[config.mk]
export PLATFORM = sky130hd
export DESIGN_NAME = axi_lite_cmd_master_flat
export DESIGN_NICKNAME = d
export VERILOG_FILES = /design/src/rtl/axi_bridge_pkg.sv /design/src/rtl/axi4_lite_if.sv /design/src/rtl/axi_timeout_counter.sv /design/src/rtl/axi_lite_cmd_master.sv /design/src/flat_wrapper.sv
export SDC_FILE = /design/constraint.sdc
export NUM_CORES = 1
export LEC_CHECK = 0
export CAP_MARGIN = 30
export CORE_AREA = 8 8 132 134
export CTS_CLUSTER_SIZE = 20
export DETAILED_ROUTE_END_ITERATION = 6
export DIE_AREA = 0 0 140 142
export PLACE_DENSITY = 0.84
export SLEW_MARGIN = 20
export SYNTH_ARGS = -nofsm -noshare
export SYNTH_HDL_FRONTEND = slang
export SYNTH_SLANG_ARGS = --single-unit
[constraint.sdc]
create_clock -name clk -period 4.8 [get_ports clk]
set_input_delay 0.72 -clock clk [delete_from_list [all_inputs] [get_ports clk]]
set_output_delay 0.72 -clock clk [all_outputs]
set_load 0.005 [all_outputs]
[src/rtl/axi_bridge_pkg.sv]
// axi_bridge_pkg: shared types and constants for the AXI4-Lite command bridge.
//   state_t      - command master FSM states
//   ST_*         - rsp_status codes returned to the command side
//   RESP_*       - AXI4-Lite BRESP/RRESP encodings
//   map_resp()   - folds an AXI response into a rsp_status code
package axi_bridge_pkg;

    typedef enum logic [2:0] {IDLE, WR_REQ, WR_RESP, RD_REQ, RD_RESP, DONE} state_t;

    localparam logic [1:0] ST_OKAY    = 2'd0;
    localparam logic [1:0] ST_SLVERR  = 2'd1;
    localparam logic [1:0] ST_DECERR  = 2'd2;
    localparam logic [1:0] ST_TIMEOUT = 2'd3;

    localparam logic [1:0] RESP_OKAY   = 2'b00;
    localparam logic [1:0] RESP_EXOKAY = 2'b01;
    localparam logic [1:0] RESP_SLVERR = 2'b10;
    localparam logic [1:0] RESP_DECERR = 2'b11;

    // EXOKAY has no meaning for a lite master, so it folds into OKAY.
    function automatic logic [1:0] map_resp(input logic [1:0] r);
        return r == RESP_SLVERR ? ST_SLVERR : r == RESP_DECERR ? ST_DECERR : ST_OKAY;
    endfunction

endpackage

[src/rtl/axi4_lite_if.sv]
// axi4_lite_if: AXI4-Lite bus bundle.
//   AW/W/B/AR/R channels with valid/ready handshakes; master drives the
//   request side of each channel, slave drives the ready/response side.
interface axi4_lite_if #(
    parameter int ADDR_WIDTH = 32,
    parameter int DATA_WIDTH = 32
);
    logic                    awvalid, awready;
    logic [ADDR_WIDTH-1:0]   awaddr;
    logic [2:0]              awprot;
    logic                    wvalid, wready;
    logic [DATA_WIDTH-1:0]   wdata;
    logic [DATA_WIDTH/8-1:0] wstrb;
    logic                    bvalid, bready;
    logic [1:0]              bresp;
    logic                    arvalid, arready;
    logic [ADDR_WIDTH-1:0]   araddr;
    logic [2:0]              arprot;
    logic                    rvalid, rready;
    logic [DATA_WIDTH-1:0]   rdata;
    logic [1:0]              rresp;

    modport master (
        output awvalid, awaddr, awprot, wvalid, wdata, wstrb, bready,
               arvalid, araddr, arprot, rready,
        input  awready, wready, bvalid, bresp, arready, rvalid, rdata, rresp
    );

    modport slave (
        input  awvalid, awaddr, awprot, wvalid, wdata, wstrb, bready,
               arvalid, araddr, arprot, rready,
        output awready, wready, bvalid, bresp, arready, rvalid, rdata, rresp
    );
endinterface

[src/rtl/axi_timeout_counter.sv]
// axi_timeout_counter: per-transaction cycle counter with limit compare.
//   clk, rst - clock, synchronous active-high reset
//   clr      - restart the count at zero
//   en       - count this cycle
//   limit    - cycle budget; 0 disables expiry
//   expired  - the count reaches limit on this clock edge
module axi_timeout_counter (
    input  logic        clk,
    input  logic        rst,
    input  logic        clr,
    input  logic        en,
    input  logic [15:0] limit,
    output logic        expired
);
    logic [15:0] cnt;

    always_ff @(posedge clk) begin
        if (rst || clr)
            cnt <= '0;
        else if (en && cnt != '1)
            cnt <= cnt + 16'd1;
    end

    // Looks one increment ahead so the owner leaves on the very edge the count
    // hits limit; >= keeps it asserted if a handshake postponed the reaction.
    assign expired = en && limit != '0 && ({1'b0, cnt} + 17'd1 >= {1'b0, limit});

endmodule

[src/rtl/axi_lite_cmd_master.sv]
// axi_lite_cmd_master: single-outstanding command to AXI4-Lite master bridge.
//   clk, rst             - clock, synchronous active-high reset
//   cmd_valid/cmd_ready  - command handshake (write flag, addr, wdata, wstrb)
//   timeout_cfg          - timeout in TIMEOUT_SCALE units, 0 disables; sampled at accept
//   rsp_valid/rsp_ready  - response handshake (rsp_rdata, rsp_status)
//   busy                 - a command is in flight
//   axi                  - AXI4-Lite master port
module axi_lite_cmd_master
    import axi_bridge_pkg::*;
#(
    parameter int ADDR_WIDTH    = 32,
    parameter int DATA_WIDTH    = 32,
    parameter int TIMEOUT_SCALE = 16
) (
    input  logic                    clk,
    input  logic                    rst,
    input  logic                    cmd_valid,
    output logic                    cmd_ready,
    input  logic                    cmd_write,
    input  logic [ADDR_WIDTH-1:0]   cmd_addr,
    input  logic [DATA_WIDTH-1:0]   cmd_wdata,
    input  logic [DATA_WIDTH/8-1:0] cmd_wstrb,
    input  logic [7:0]              timeout_cfg,
    output logic                    rsp_valid,
    input  logic                    rsp_ready,
    output logic [DATA_WIDTH-1:0]   rsp_rdata,
    output logic [1:0]              rsp_status,
    output logic                    busy,
    axi4_lite_if.master             axi
);
    state_t      state;
    logic [7:0]  tcfg;
    logic [15:0] limit;
    logic        expired;
    logic        hs;

    assign busy       = state != IDLE;
    assign axi.awprot = 3'b000;
    assign axi.arprot = 3'b000;
    assign limit      = 16'(tcfg) * 16'(TIMEOUT_SCALE);

    axi_timeout_counter u_timeout (
        .clk     (clk),
        .rst     (rst),
        .clr     (cmd_valid && cmd_ready),
        .en      (state != IDLE && state != DONE),
        .limit   (limit),
        .expired (expired)
    );

    // Completion of the current wait state; a handshake beats a simultaneous timeout.
    always_comb
        hs = state == WR_REQ  ? (!axi.awvalid || axi.awready) && (!axi.wvalid || axi.wready) :
             state == WR_RESP ? axi.bvalid :
             state == RD_REQ  ? axi.arready :
             state == RD_RESP ? axi.rvalid : 1'b0;

    always_ff @(posedge clk) begin
        if (rst) begin
            state       <= IDLE;
            tcfg        <= '0;
            cmd_ready   <= 1'b0;
            rsp_valid   <= 1'b0;
            rsp_rdata   <= '0;
            rsp_status  <= ST_OKAY;
            axi.awvalid <= 1'b0;
            axi.wvalid  <= 1'b0;
            axi.bready  <= 1'b0;
            axi.arvalid <= 1'b0;
            axi.rready  <= 1'b0;
        end else if (expired && !hs) begin
            axi.awvalid <= 1'b0;
            axi.wvalid  <= 1'b0;
            axi.bready  <= 1'b0;
            axi.arvalid <= 1'b0;
            axi.rready  <= 1'b0;
            rsp_status  <= ST_TIMEOUT;
            rsp_rdata   <= '0;
            rsp_valid   <= 1'b1;
            state       <= DONE;
        end else begin
            case (state)
                IDLE: begin
                    cmd_ready <= 1'b1;
                    if (cmd_valid && cmd_ready) begin
                        cmd_ready   <= 1'b0;
                        tcfg        <= timeout_cfg;
                        axi.awaddr  <= cmd_addr;
                        axi.araddr  <= cmd_addr;
                        axi.wdata   <= cmd_wdata;
                        axi.wstrb   <= cmd_wstrb;
                        axi.awvalid <= cmd_write;
                        axi.wvalid  <= cmd_write;
                        axi.arvalid <= !cmd_write;
                        state       <= cmd_write ? WR_REQ : RD_REQ;
                    end
                end
                WR_REQ: begin
                    if (axi.awready) axi.awvalid <= 1'b0;
                    if (axi.wready)  axi.wvalid  <= 1'b0;
                    if (hs) begin
                        axi.bready <= 1'b1;
                        state      <= WR_RESP;
                    end
                end
                WR_RESP: begin
                    if (axi.bvalid) begin
                        axi.bready <= 1'b0;
                        rsp_status <= map_resp(axi.bresp);
                        rsp_rdata  <= '0;
                        rsp_valid  <= 1'b1;
                        state      <= DONE;
                    end
                end
                RD_REQ: begin
                    if (axi.arready) begin
                        axi.arvalid <= 1'b0;
                        axi.rready  <= 1'b1;
                        state       <= RD_RESP;
                    end
                end
                RD_RESP: begin
                    if (axi.rvalid) begin
                        axi.rready <= 1'b0;
                        rsp_status <= map_resp(axi.rresp);
                        rsp_rdata  <= axi.rdata;
                        rsp_valid  <= 1'b1;
                        state      <= DONE;
                    end
                end
                DONE: begin
                    if (rsp_ready) begin
                        rsp_valid <= 1'b0;
                        cmd_ready <= 1'b1;
                        state     <= IDLE;
                    end
                end
                default: state <= IDLE;
            endcase
        end
    end

endmodule
[src/flat_wrapper.sv]
// flat-port wrapper written by rule: the top's interface ports become plain ports
module axi_lite_cmd_master_flat import axi_bridge_pkg::*;
#(
    parameter int ADDR_WIDTH    = 32,
    parameter int DATA_WIDTH    = 32,
    parameter int TIMEOUT_SCALE = 16
)
  (clk, rst, cmd_valid, cmd_ready, cmd_write, cmd_addr, cmd_wdata, cmd_wstrb, timeout_cfg, rsp_valid, rsp_ready, rsp_rdata, rsp_status, busy, axi_awvalid, axi_awaddr, axi_awprot, axi_wvalid, axi_wdata, axi_wstrb, axi_bready, axi_arvalid, axi_araddr, axi_arprot, axi_rready, axi_awready, axi_wready, axi_bvalid, axi_bresp, axi_arready, axi_rvalid, axi_rdata, axi_rresp);
  axi4_lite_if #(.ADDR_WIDTH(ADDR_WIDTH), .DATA_WIDTH(DATA_WIDTH)) axi_i ();
  input  logic clk;
  input  logic rst;
  input  logic cmd_valid;
  output logic cmd_ready;
  input  logic cmd_write;
  input  logic [ADDR_WIDTH-1:0] cmd_addr;
  input  logic [DATA_WIDTH-1:0] cmd_wdata;
  input  logic [DATA_WIDTH/8-1:0] cmd_wstrb;
  input  logic [7:0] timeout_cfg;
  output logic rsp_valid;
  input  logic rsp_ready;
  output logic [DATA_WIDTH-1:0] rsp_rdata;
  output logic [1:0] rsp_status;
  output logic busy;
  output wire logic [$bits(axi_i.awvalid)-1:0] axi_awvalid;
  output wire logic [$bits(axi_i.awaddr)-1:0] axi_awaddr;
  output wire logic [$bits(axi_i.awprot)-1:0] axi_awprot;
  output wire logic [$bits(axi_i.wvalid)-1:0] axi_wvalid;
  output wire logic [$bits(axi_i.wdata)-1:0] axi_wdata;
  output wire logic [$bits(axi_i.wstrb)-1:0] axi_wstrb;
  output wire logic [$bits(axi_i.bready)-1:0] axi_bready;
  output wire logic [$bits(axi_i.arvalid)-1:0] axi_arvalid;
  output wire logic [$bits(axi_i.araddr)-1:0] axi_araddr;
  output wire logic [$bits(axi_i.arprot)-1:0] axi_arprot;
  output wire logic [$bits(axi_i.rready)-1:0] axi_rready;
  input wire logic [$bits(axi_i.awready)-1:0] axi_awready;
  input wire logic [$bits(axi_i.wready)-1:0] axi_wready;
  input wire logic [$bits(axi_i.bvalid)-1:0] axi_bvalid;
  input wire logic [$bits(axi_i.bresp)-1:0] axi_bresp;
  input wire logic [$bits(axi_i.arready)-1:0] axi_arready;
  input wire logic [$bits(axi_i.rvalid)-1:0] axi_rvalid;
  input wire logic [$bits(axi_i.rdata)-1:0] axi_rdata;
  input wire logic [$bits(axi_i.rresp)-1:0] axi_rresp;
  assign axi_awvalid = axi_i.awvalid;
  assign axi_awaddr = axi_i.awaddr;
  assign axi_awprot = axi_i.awprot;
  assign axi_wvalid = axi_i.wvalid;
  assign axi_wdata = axi_i.wdata;
  assign axi_wstrb = axi_i.wstrb;
  assign axi_bready = axi_i.bready;
  assign axi_arvalid = axi_i.arvalid;
  assign axi_araddr = axi_i.araddr;
  assign axi_arprot = axi_i.arprot;
  assign axi_rready = axi_i.rready;
  assign axi_i.awready = axi_awready;
  assign axi_i.wready = axi_wready;
  assign axi_i.bvalid = axi_bvalid;
  assign axi_i.bresp = axi_bresp;
  assign axi_i.arready = axi_arready;
  assign axi_i.rvalid = axi_rvalid;
  assign axi_i.rdata = axi_rdata;
  assign axi_i.rresp = axi_rresp;
  axi_lite_cmd_master #(.ADDR_WIDTH(ADDR_WIDTH), .DATA_WIDTH(DATA_WIDTH), .TIMEOUT_SCALE(TIMEOUT_SCALE)) u_core (.clk(clk), .rst(rst), .cmd_valid(cmd_valid), .cmd_ready(cmd_ready), .cmd_write(cmd_write), .cmd_addr(cmd_addr), .cmd_wdata(cmd_wdata), .cmd_wstrb(cmd_wstrb), .timeout_cfg(timeout_cfg), .rsp_valid(rsp_valid), .rsp_ready(rsp_ready), .rsp_rdata(rsp_rdata), .rsp_status(rsp_status), .busy(busy), .axi(axi_i));
endmodule
## Yosys cells after proc, flatten, opt, wreduce, memory -nomap -nowiden

Cells that the tools add are included.

| operators by class | value |
|---|---|
| $add $sub $neg | 2 |
| multipliers | 0 |
| div/mod/pow operators | 0 |
| $lt $le $gt $ge | 1 |
| equal/unequal tests | 25 |
| shifts and indexed selects | 0 |
| mux-type cells | 46 |
| bitwise operators | 2 |
| reduce and logical (&&, ||, !) cells | 39 |

Operator list:

| cell | count |
|---|---|
| 32-bit two-way mux | 2 |
| 32-bit case mux with 2 select lines | 1 |
| 3-bit AND reduction | 9 |
| 3-bit two-way mux | 7 |
| 1-bit two-way mux | 19 |
| 3-bit case mux with 6 select lines | 1 |
| 16-bit by 1-bit adder with 17-bit output, second input constant | 1 |
| 17-bit by 12-bit greater-or-equal comparator with 1-bit output | 1 |
| 16-bit by 1-bit adder with 16-bit output, second input constant | 1 |
| 2-bit two-way mux | 8 |
| 16-bit inequality test, second input constant | 1 |
| 16-bit nonzero test | 1 |
| 2-bit inequality test, second input constant | 7 |
| 3-bit inequality test, second input constant | 4 |
| 1-bit case mux with 2 select lines | 6 |
| 6-bit AND reduction | 2 |
| 2-bit nonzero test | 6 |
| 3-bit by 2-bit inequality test with 1-bit output, second input constant | 3 |
| 2-bit equality test, second input constant | 4 |
| 4-bit AND reduction | 2 |
| 1-bit logical AND | 7 |
| 3-bit by 2-bit equality test with 1-bit output, second input constant | 2 |
| 3-bit equality test, second input constant | 2 |
| 3-bit nonzero test | 2 |
| 10 further kinds | 16 |

| word-level totals | value |
|---|---|
| bits in registers | 136 |
| bits in latches | 0 |
| bits in writable memories | 0 |
| bits in read-only memories | 0 |
| output and inout bits | 148 |
| word-level logic and storage cells | 131 |
| memories kept | 0 |

## Longest topological paths before layout

| depth | value |
|---|---|
| depth in word-level cells | 9 |
| gate-level depth with buffers | 15 |
| gate-level depth less buffers | 13 |

## Modules after synthesis

Synthesis repeated with hierarchy kept, for this count alone.

| unflattened totals | value |
|---|---|
| cells, all modules | 568 |
| area total of the unflattened synthesis | 6,257.3 µm² |

By module, submodules not included:

| module | instances | cells each | area each (µm²) | seq. area each (µm²) |
|---|---|---|---|---|
| axi_lite_cmd_master | 1 | 392 | 4,763.3 | 3,083.0 |
| axi_timeout_counter | 1 | 176 | 1,493.9 | 320.3 |

## Worst setup path before layout

OpenSTA, ideal clock, no wires.

| timing path | value |
|---|---|
| path type | register to register |
| start point | register u_core.state[0] |
| end point | register u_core.axi.awaddr[0], enable pin |
| arrival time | 4.174 ns |
| data required time | 4.305 ns |
| setup slack | 0.131 ns |
| cell stages (with the launch flop) | 7 |
| cell sequence | dfxtp_1 -> clkbuf_1 -> clkbuf_1 -> nand3b_1 -> or3_1 -> clkbuf_1 -> nor2_1 |

| between the ends | value |
|---|---|
| longest elaborated chain between the ends | 9 |
| elaborated cells between the ends (all ways) | 18 |
| classes of those cells | eq/ne (5); mux (4); bitwise (1); reduce/logical (8) |

Ends and longest elaborated chain:

| element | RTL line | source |
|---|---|---|
| start, declared | axi_lite_cmd_master.sv:31 | `state_t state;` |
| start signal, assigned | axi_lite_cmd_master.sv:95 | `state <= cmd_write ? WR_REQ : RD_REQ;` |
| 3-bit equality test | axi_lite_cmd_master.sv:56 | `state == RD_RESP ? axi.rvalid : 1'b0;` |
| 1-bit two-way mux | axi_lite_cmd_master.sv:56 |  |
| 1-bit two-way mux | axi_lite_cmd_master.sv:55 | `state == RD_REQ ? axi.arready :` |
| 1-bit two-way mux | axi_lite_cmd_master.sv:54 | `state == WR_RESP ? axi.bvalid :` |
| 1-bit two-way mux | axi_lite_cmd_master.sv:53 | `hs = state == WR_REQ ? (!axi.awvalid \|\| axi.awready) && (!axi.wvalid \|\| axi.wready) :` |
| 1-bit zero test | axi_lite_cmd_master.sv:71 | `end else if (expired && !hs) begin` |
| 1-bit logical AND | axi_lite_cmd_master.sv:71 |  |
| 1-bit inverter (no line) | - |  |
| 4-bit AND reduction (no line) * | - |  |
| end signal, assigned | axi_lite_cmd_master.sv:88 | `axi.awaddr <= cmd_addr;` |
| end, declared | axi4_lite_if.sv:24 | `output awvalid, awaddr, awprot, wvalid, wdata, wstrb, bready,` |

Every way passes the cells marked *; elsewhere a longest branch is shown, timed or not.
A chain may end at the register's enable or synchronous reset.

## Worst setup path after layout

| timing path | value |
|---|---|
| start point | register u_core.u_timeout.cnt[0] |
| end point | register u_core.rsp_rdata[23] |

| between the ends | value |
|---|---|
| longest elaborated chain between the ends | 5 |

Ends and longest elaborated chain:

| element | RTL line | source |
|---|---|---|
| start, declared | axi_timeout_counter.sv:15 | `logic [15:0] cnt;` |
| start signal, assigned | axi_timeout_counter.sv:21 | `cnt <= cnt + 16'd1;` |
| 16-bit by 1-bit adder with 17-bit output | axi_timeout_counter.sv:26 | `assign expired = en && limit != '0 && ({1'b0, cnt} + 17'd1 >= {1'b0, limit});` |
| 17-bit by 12-bit greater-or-equal comparator with 1-bit output | axi_timeout_counter.sv:26 |  |
| 1-bit logical AND | axi_timeout_counter.sv:26 |  |
| 1-bit logical AND | axi_lite_cmd_master.sv:71 |  |
| 2-bit OR reduction (no line) | - |  |
| end signal, assigned | axi_lite_cmd_master.sv:126 | `rsp_rdata <= axi.rdata;` |
| end, declared | axi_lite_cmd_master.sv:26 | `output logic [DATA_WIDTH-1:0] rsp_rdata,` |

No other way between the ends.

==> results.cfg <==
[setup_path]
cp-end-kind = flop
cp_max_fo = 21
cp-start-kind = flop
setup.worst_path.class = flop to flop
required_ns = 5.09
cp_data_arrival_time_ns = 4.01

[timing]
hold_ws_ns = 0.482
skew_ns = 0.00541
hold_viol = 0
maxSlewHeadroom_pct = 52.0
setup_viol = 0
fin_ws_ns = 1.09
tns_ns = 0
max_freq_mhz = 269
min_period_ns = 3.71
tightest_slew_ns = 0.720
final-max-slew-violation-count = 0
rsz0062_at_grt = no
finalCritPeriodShare_pct = 77.4

[clocking]
cts_resized = 0
clkSinkCount = 136
ctsHoldBuffers = 0
cts_tree = yes
clock_path_buffers = 2
clk_latency_ns = 0.41
post_cts_buffers = 0
path_clk_slew_ns = 0.06
cts_buffers = 17
htreeDepth = 4
clock_tree.root_cell = clkbuf_16

[floorplanning]
fp.dieH_um = 142
row_count = 46
start_util_pct = 35.9
pin_count = 270
die-area_um2 = 19900
dieWidth_um = 140
core_um2 = 15400

[synth]
synth_edf_count = 68
ys_async_sr_fraction_pct = 0
yosys.cell_types.count = 51
synth_top_cells_by_area = edfxtp_1, dfxtp_1, buf_4
syn_inst = 489
syn_avg_cell_area_um2 = 11.3
synth-seq-area-share_pct = 61.5
ys_ff_latch = 136
yosys_warnings = 0
synthFlopType = edfxtp_1
synth_area_um2 = 5530
post-synth-top-area-fraction_pct = 36.9
yosys.area.top_type = edfxtp_1

[power_and_ir_drop]
p_leak_nw = 3.06
vdd_drop_max_v = 0.000285
p_per_area_nw_per_um2 = 439

[global_route]
track_usage_pct = 16.7
grt_max_degree = 44
first_global_vias = 4535
grt_pass1_wl_um = 25100
grt-ovfl-total = 0
antenna_found_initial = 5

[cells_and_area]
drive_above_1_share_pct = 6.58
final_cells = 922
nets = 848
n_antenna_cell = 0
syn_to_final_growth_pct = 56.6
fillers = 1301

[placement]
port_buffers = 263
place_ws_ns = 1.08
gp_congestion = 0.827
dp_hpwl_um = 13300
dp_cells = 890

[routing]
ant_nets = 0
firstDrtPassIters = 7
wl_per_cell_um = 18.4
drt-total-wl_um = 16900
viasPerCell = 4.79
route.detailed.drc = 0
dr_total_vias = 4412
drt_iter0_drc = 200

[outcome]
outcome = completed

[worst_hold_path]
worst_hold_path_type = flop to flop

[run]
maxCapViolations = 0
-- worst max-delay path: stages (launching register included) --
cell and delay, ns:
dfxtp_1 0.42, ha_1 0.27, nand3_1 0.18, nor2_1 0.27, nand2_1 0.10, xnor2_1 0.14, ha_1 0.30, o21a_1 0.11
o21ai_0 0.09, a211oi_1 0.31, nor3_1 0.12, a21oi_2 0.25, or2_1 0.56, buf_4 0.36, nor2_1 0.09
-- layer usage --
metal,routed length [µm],up-vias,track usage (%)
met2,8750,190,29.4
met3,1560,40,8.35
met5,69,-,0
met4,509,10,7.43
li1,-,2145,-
met1,6070,2027,16.2
-- cell type report --
| cell class | instances | area, µm² | share of cell area, % |
|---|---|---|---|
| clock buffers | 17 | 425 | 4.91 |
| clock inverters | 15 | 178 | 2.05 |
| inverters | 13 | 48.8 | 0.563 |
| multi-input cells | 282 | 1710 | 19.7 |
| flip-flops and latches | 136 | 3400 | 39.3 |
| well taps | 192 | 240 | 2.77 |
| repair buffers | 267 | 2660 | 30.7 |
-- through the flow --
| stage | utilization, % | power, mW | area (µm²) |
|---|---|---|---|
| after global routing | 56.2 | 4.00 | 8660 |
| after floorplan | - | 2.04 | 5550 |
| after detailed placement | 52.3 | 2.51 | 8060 |
| final | 56.2 | 3.80 | 8660 |
| after CTS | 56.2 | 3.85 | 8660 |
| after global placement | 52.2 | 2.49 | 8060 |
-- sequential cells by signal (all words and copies together), names as in the netlist --
register,count
u_core.rsp_rdata,32
u_core.axi.arvalid,1
u_core.u_timeout.cnt,16
u_core.axi.wvalid,1
u_core.cmd_ready,1
u_core.rsp_valid,1
u_core.rsp_status,2
u_core.axi.bready,1
u_core.state,3
u_core.axi.wstrb,4
u_core.tcfg,8
u_core.axi.wdata,32
u_core.axi.awaddr,32
u_core.axi.rready,1
u_core.axi.awvalid,1
-- synthesized netlist by cell type (2+ instances only) --
cell	n
nand3_1	9
a311o_1	2
buf_6	3
xor2_1	13
a211oi_1	4
clkbuf_1	20
nor2b_1	5
nand3b_1	3
ha_1	9
nor4_1	3
nand4_1	6
mux2i_1	2
o21ai_0	8
inv_1	13
a211o_1	2
o21a_1	3
a21oi_1	25
a21o_1	2
or3_1	3
dfxtp_1	68
nand2b_1	3
nor3_1	6
buf_4	38
and3_1	4
and4_1	2
xnor2_1	8
or2_2	2
nor4_2	3
a22oi_1	33
edfxtp_1	68
nand2_1	35
nor2_1	63
a311oi_1	2
and2_1	2
-- cell families after synthesis --
logic type	synth area share, %
other cells	0.0678
compound gates	11.0
fa+ha+maj	2.04
buf+inv	8.16
flops	61.5
mux	0.565
xor+xnor	3.32
simple gates	13.4
-- cells in the final DEF, fill, tap and decap left out, drive strengths merged, types with 5 or more instances in the layout --
master         instances
dfxtp                 68
a21oi                 26
clkinv                 6
inv                   15
o21ai                  8
nand2                 35
nor3                   6
clkdlybuf4s50        263
nor2                  63
edfxtp                68
clkbuf                17
a22oi                 34
nor4                   6
nand4                  7
ha                     9
xnor2                  8
conb                   6
nor2b                  5
nand3                  9
xor2                  13
-- power breakdown --
group          leakage (nW)  total (mW)  internal (mW)  switching [mW]
clock network         0.283        1.32          0.818           0.505
registers              1.17        1.49           1.38           0.109
logic                  1.61       0.993          0.503           0.490
-- worst paths after layout --
path	cells past startpoint	endpoint	slack, ns	from
setup reg to reg	14	u_core.rsp_rdata[23]$_SDFFE_PP0P_	1.09	u_core.u_timeout.cnt[0]$_SDFFE_PP0P_
setup / recovery	14	u_core.rsp_rdata[23]$_SDFFE_PP0P_	1.09	u_core.u_timeout.cnt[0]$_SDFFE_PP0P_
hold / removal	2	u_core.tcfg[1]$_SDFFE_PP0P_	0.48	u_core.tcfg[1]$_SDFFE_PP0P_
hold reg to reg	2	u_core.tcfg[1]$_SDFFE_PP0P_	0.48	u_core.tcfg[1]$_SDFFE_PP0P_
Note: power is estimated with default switching activity, not from simulation.
